==> config.mk <==
export PLATFORM = sky130hd
export DESIGN_NAME = axilite_slave_resp
export DESIGN_NICKNAME = d
export VERILOG_FILES = /design/src/rtl/axilite_slave_resp.sv
export SDC_FILE = /design/constraint.sdc
export NUM_CORES = 1
export LEC_CHECK = 0
export CAP_MARGIN = 20
export CORE_MARGIN = 8
export CORE_UTILIZATION = 51
export DETAILED_ROUTE_END_ITERATION = 6
export PLACE_DENSITY = 0.95
export SYNTH_ARGS = -nofsm -noshare
export SYNTH_HDL_FRONTEND = slang
export SYNTH_SLANG_ARGS = --single-unit
==> constraint.sdc <==
create_clock -name axi_aclk -period 3.1 [get_ports axi_aclk]
set_input_delay 0.62 -clock axi_aclk [delete_from_list [all_inputs] [get_ports axi_aclk]]
set_output_delay 0.62 -clock axi_aclk [all_outputs]
set_load 0.01 [all_outputs]
==> src/rtl/axilite_slave_resp.sv <==
// ==== axilite_slave_resp : AXI4-Lite slave with B/R responses over a start/done backend ====
// Rev 1.0
`default_nettype none
`timescale 1ns/1ps

module axilite_slave_resp #(
  parameter int ADDR_WIDTH = 12,
  parameter int DATA_WIDTH = 32,
  parameter int TIMEOUT    = 255,
  localparam int STRB_W    = DATA_WIDTH / 8
) (
  input  logic                  axi_aclk,
  input  logic                  axi_aresetn,
  input  logic                  axi_awvalid,
  output logic                  axi_awready,
  input  logic [ADDR_WIDTH-1:0] axi_awaddr,
  input  logic                  axi_wvalid,
  output logic                  axi_wready,
  input  logic [DATA_WIDTH-1:0] axi_wdata,
  input  logic [STRB_W-1:0]     axi_wstrb,
  output logic                  axi_bvalid,
  input  logic                  axi_bready,
  output logic [1:0]            axi_bresp,
  input  logic                  axi_arvalid,
  output logic                  axi_arready,
  input  logic [ADDR_WIDTH-1:0] axi_araddr,
  output logic                  axi_rvalid,
  input  logic                  axi_rready,
  output logic [DATA_WIDTH-1:0] axi_rdata,
  output logic [1:0]            axi_rresp,
  output logic                  bk_wstart,
  output logic [ADDR_WIDTH-1:0] bk_waddr,
  output logic [DATA_WIDTH-1:0] bk_wdata,
  output logic [STRB_W-1:0]     bk_wstrb,
  input  logic                  bk_wdone,
  output logic                  bk_rstart,
  output logic [ADDR_WIDTH-1:0] bk_raddr,
  input  logic [DATA_WIDTH-1:0] bk_rdata,
  input  logic                  bk_rdone
);

  localparam int CNT_W = (TIMEOUT > 0) ? $clog2(TIMEOUT + 1) : 1;
  localparam logic [CNT_W-1:0] TO_VAL = CNT_W'(TIMEOUT);
  localparam bit TO_EN = (TIMEOUT != 0);
  localparam logic [1:0] RESP_OKAY   = 2'b00;
  localparam logic [1:0] RESP_SLVERR = 2'b10;

  typedef enum logic [1:0] {WR_IDLE = 2'd0, WR_BK = 2'd1, WR_RESP = 2'd2} wr_state_t;
  typedef enum logic [1:0] {RD_IDLE = 2'd0, RD_BK = 2'd1, RD_RESP = 2'd2} rd_state_t;

  wr_state_t             wr_state;
  rd_state_t             rd_state;
  logic                  aw_got;
  logic                  w_got;
  logic [ADDR_WIDTH-1:0] awaddr_q;
  logic [DATA_WIDTH-1:0] wdata_q;
  logic [STRB_W-1:0]     wstrb_q;
  logic [CNT_W-1:0]      wcnt;
  logic [CNT_W-1:0]      rcnt;
  logic                  aw_hs;
  logic                  w_hs;
  logic                  ar_hs;
  logic                  aw_have;
  logic                  w_have;

  assign aw_hs   = axi_awvalid & axi_awready;
  assign w_hs    = axi_wvalid & axi_wready;
  assign ar_hs   = axi_arvalid & axi_arready;
  assign aw_have = aw_got | aw_hs;
  assign w_have  = w_got | w_hs;

  // Write path; a done is only meaningful once the start pulse has been seen by the backend.
  always_ff @(posedge axi_aclk) begin
    if (!axi_aresetn) begin
      wr_state    <= WR_IDLE;
      aw_got      <= 1'b0;
      w_got       <= 1'b0;
      awaddr_q    <= '0;
      wdata_q     <= '0;
      wstrb_q     <= '0;
      wcnt        <= '0;
      axi_awready <= 1'b0;
      axi_wready  <= 1'b0;
      axi_bvalid  <= 1'b0;
      axi_bresp   <= RESP_OKAY;
      bk_wstart   <= 1'b0;
      bk_waddr    <= '0;
      bk_wdata    <= '0;
      bk_wstrb    <= '0;
    end else begin
      bk_wstart <= 1'b0;
      case (wr_state)
        WR_IDLE: begin
          if (aw_hs) begin
            aw_got   <= 1'b1;
            awaddr_q <= axi_awaddr;
          end
          if (w_hs) begin
            w_got   <= 1'b1;
            wdata_q <= axi_wdata;
            wstrb_q <= axi_wstrb;
          end
          axi_awready <= !aw_have;
          axi_wready  <= !w_have;
          if (aw_have && w_have) begin
            wr_state  <= WR_BK;
            bk_wstart <= 1'b1;
            bk_waddr  <= aw_hs ? axi_awaddr : awaddr_q;
            bk_wdata  <= w_hs ? axi_wdata : wdata_q;
            bk_wstrb  <= w_hs ? axi_wstrb : wstrb_q;
            wcnt      <= '0;
          end
        end
        WR_BK: begin
          if (bk_wdone && !bk_wstart) begin
            wr_state   <= WR_RESP;
            axi_bvalid <= 1'b1;
            axi_bresp  <= RESP_OKAY;
          end else if (TO_EN && wcnt == TO_VAL) begin
            wr_state   <= WR_RESP;
            axi_bvalid <= 1'b1;
            axi_bresp  <= RESP_SLVERR;
          end else begin
            wcnt <= wcnt + 1'b1;
          end
        end
        WR_RESP: begin
          if (axi_bready) begin
            wr_state    <= WR_IDLE;
            axi_bvalid  <= 1'b0;
            aw_got      <= 1'b0;
            w_got       <= 1'b0;
            axi_awready <= 1'b1;
            axi_wready  <= 1'b1;
          end
        end
        default: wr_state <= WR_IDLE;
      endcase
    end
  end

  always_ff @(posedge axi_aclk) begin
    if (!axi_aresetn) begin
      rd_state    <= RD_IDLE;
      rcnt        <= '0;
      axi_arready <= 1'b0;
      axi_rvalid  <= 1'b0;
      axi_rdata   <= '0;
      axi_rresp   <= RESP_OKAY;
      bk_rstart   <= 1'b0;
      bk_raddr    <= '0;
    end else begin
      bk_rstart <= 1'b0;
      case (rd_state)
        RD_IDLE: begin
          axi_arready <= !ar_hs;
          if (ar_hs) begin
            rd_state  <= RD_BK;
            bk_rstart <= 1'b1;
            bk_raddr  <= axi_araddr;
            rcnt      <= '0;
          end
        end
        RD_BK: begin
          if (bk_rdone && !bk_rstart) begin
            rd_state   <= RD_RESP;
            axi_rvalid <= 1'b1;
            axi_rdata  <= bk_rdata;
            axi_rresp  <= RESP_OKAY;
          end else if (TO_EN && rcnt == TO_VAL) begin
            rd_state   <= RD_RESP;
            axi_rvalid <= 1'b1;
            axi_rdata  <= '0;
            axi_rresp  <= RESP_SLVERR;
          end else begin
            rcnt <= rcnt + 1'b1;
          end
        end
        RD_RESP: begin
          if (axi_rready) begin
            rd_state    <= RD_IDLE;
            axi_rvalid  <= 1'b0;
            axi_arready <= 1'b1;
          end
        end
        default: rd_state <= RD_IDLE;
      endcase
    end
  end

endmodule

`default_nettype wire

==> impl_metrics.tcl <==
set metrics [dict create \
    fin_setup_tns_ns 0 \
    crit_type "in -> reg" \
    synth_simple_gate_area_share_pct 22.0 \
    arrival_ns 2.50 \
    viasPerCell 5.70 \
    layout_commonest_cell "nand2_1" \
    peakVddDrop_mv 0.440 \
    ant_nets 0 \
    drcViolationCount 0 \
    place_ws_ns 0.533 \
    fin_worst_skew_ns 0.0101 \
    synth_cells 791 \
    synth-compound-area-share_pct 22.6 \
    grt_pass1_vias 6388 \
    start_util_pct 52.0 \
    dieWidth_um 132 \
    synth_top_family_by_area "compound AO/OA/AOI/OAI gates" \
    grt_pass1_wl_um 32500 \
    fin_crit_ns 2.18 \
    die-area_um2 17400 \
    synth_area_leader_cell "dfxtp_1" \
    core-area_um2 13100 \
    synthTopCellsByArea "dfxtp_1 (50%), nand2_1 (13%), a311oi_2 (6.4%)" \
    io_pins 204 \
    syn_to_final_growth_pct 39.4 \
    synth_edf_count 0 \
    die_h_um 132 \
    path_clk_slew_ns 0.06 \
    maxSlewHeadroom_pct 45.9 \
    dr.pass1.iters 5 \
    cts_setup_buffers 0 \
    antenna_cells 0 \
    clock_sinks 171 \
    syn_area_per_cell_um2 8.64 \
    cap_violations 0 \
    cts_hold_buf 0 \
    fmax_mhz 459 \
    cp-end-kind "flip-flop" \
    cp-start-kind "input port" \
    required_ns 3.42 \
    drive_gt1_share_pct 8.78 \
    yosys_register_bits 171 \
    layout.nets 1071 \
    slew_viol_final 0 \
    final_cell_mix "nand2_1 (236), clkdlybuf4s50_1 (201), dfxtp_1 (171)" \
    multi_input_area_um2 3120 \
    hold_violations 0 \
    wl_per_cell_um 17.5 \
    rsz0062_at_grt "no" \
    rows 42 \
    syn_area_um2 6830 \
    insertion_delay_ns 0.42 \
    synthAdderAreaFrac_pct 0.366 \
    synth-xor-area-share_pct 0 \
    fillers 925 \
    seq_area_um2 3420 \
    track_usage_pct 22.8 \
    stdcell_area_um2 9520 \
    status "complete, no violations" \
    io_buffer_count 201 \
    synthMuxAreaShare_pct 0.147 \
    hold_ws_ns 0.455 \
    p_leak_uw 0.00324 \
    place.gp.congestion 0.829 \
    crit_path_max_fanout 97 \
    worst_pin_slew_ns 0.808 \
    hpwl_um 13900 \
    num_vias 6592 \
    hold_path.class "reg -> reg" \
    grt_max_degree 98 \
    synth_ff_type "dfxtp_1" \
    synth_top_area_share_pct 50.1 \
    seq_area_frac_synth_pct 50.1 \
    yosys_warnings 0 \
    setup_ws_ns 0.922 \
    routed_wl_um 20200 \
    clock_path_buffers 2 \
    clock-root-buffer "clkbuf_16" \
    cts_tree "built" \
    cts_resized 0 \
    period_share_pct 70.3 \
    setup_violations 0 \
    antenna_found_initial 0 \
    postSynth.asyncResetShare_pct 0 \
    numCtsBuffers 17 \
    place_area_um2 8940 \
    grt-ovfl-total 0 \
    power_density_nw_per_um2 599 \
    drt-initial-drc-count 623 \
    htree_levels 4 \
    synth_cell_types 57 \
]
## sequential cells by signal, summed over array words and instances (netlist names), 2 cells and up
| name | count |
|---|---|
| bk_waddr | 12 |
| wr_state | 2 |
| wdata_q | 32 |
| awaddr_q | 12 |
| bk_wstrb | 4 |
| wstrb_q | 4 |
| bk_raddr | 12 |
| rd_state | 2 |
| axi_rdata | 32 |
| wcnt | 8 |
| rcnt | 8 |
| bk_wdata | 32 |
## report_power, final
group | internal [µW] | switching [µW]
combinational | 530 | 583
sequential | 2370 | 117
clock | 1240 | 866
## cell type report
cell class,instances,share of cell area (%)
timing repair buffer,218,22.6
multi-input combinational,554,32.8
clock inverter,8,1.17
sequential,171,35.9
inverter,6,0.263
clock buffer,23,4.91
tap,176,2.31
## Yosys cell counts (all sizes together), types with 4 or more instances
master and n:
inv 5, a32o 5, a311oi 48, a21oi 75, o21ai 11, buf 26
clkbuf 35, nor3 8, nand4 6, nand2 236, nand3 17, nand2b 4
a22o 32, nor2 62, dfxtp 171
## stage by stage
step | power [µW] | instances | utilization [%]
2_1_floorplan | 3110 | 792 | -
3_3_place_gp | 3590 | 1125 | 68.1
3_5_place_dp | 3640 | 1125 | 68.1
4_1_cts | 5730 | 1156 | 72.5
5_1_grt | 5940 | 1156 | 72.5
6_report | 5700 | 1156 | 72.5
## critical path, cell delays in order
cell and delay [ns]:
clkdlybuf4s50_1 0.49, and2_1 0.28, o221a_4 0.25, buf_12 0.38
nor2_1 0.11, a311oi_1 0.31
## metal layers
layer | part of all wire (%) | GRT usage, %
met5 | 0 | 0
met2 | 48 | 38.4
met1 | 40 | 25.9
met4 | 3.1 | 10.1
met3 | 8.7 | 7.32
## path summary, 6_finish.rpt
check | startpoint | end | slack (ns) | depth (start not counted)
setup reg to reg | rcnt[0] | rcnt[4] | 0.97 | 5
setup / recovery | axi_wvalid | bk_waddr[1] | 0.92 | 6
hold reg to reg | wdata_q[19] | wdata_q[19] | 0.45 | 2
hold / removal | wdata_q[19] | wdata_q[19] | 0.45 | 2
## logic make-up after synthesis
family / Yosys count
multiplexers: 1
AND/OR/NAND/NOR: 357
adder cells (fa/ha/maj): 2
buffers and inverters: 67
flip-flops: 171
AO/OA/AOI/OAI: 192
other: 1
Power figures use the tool's default switching activity.
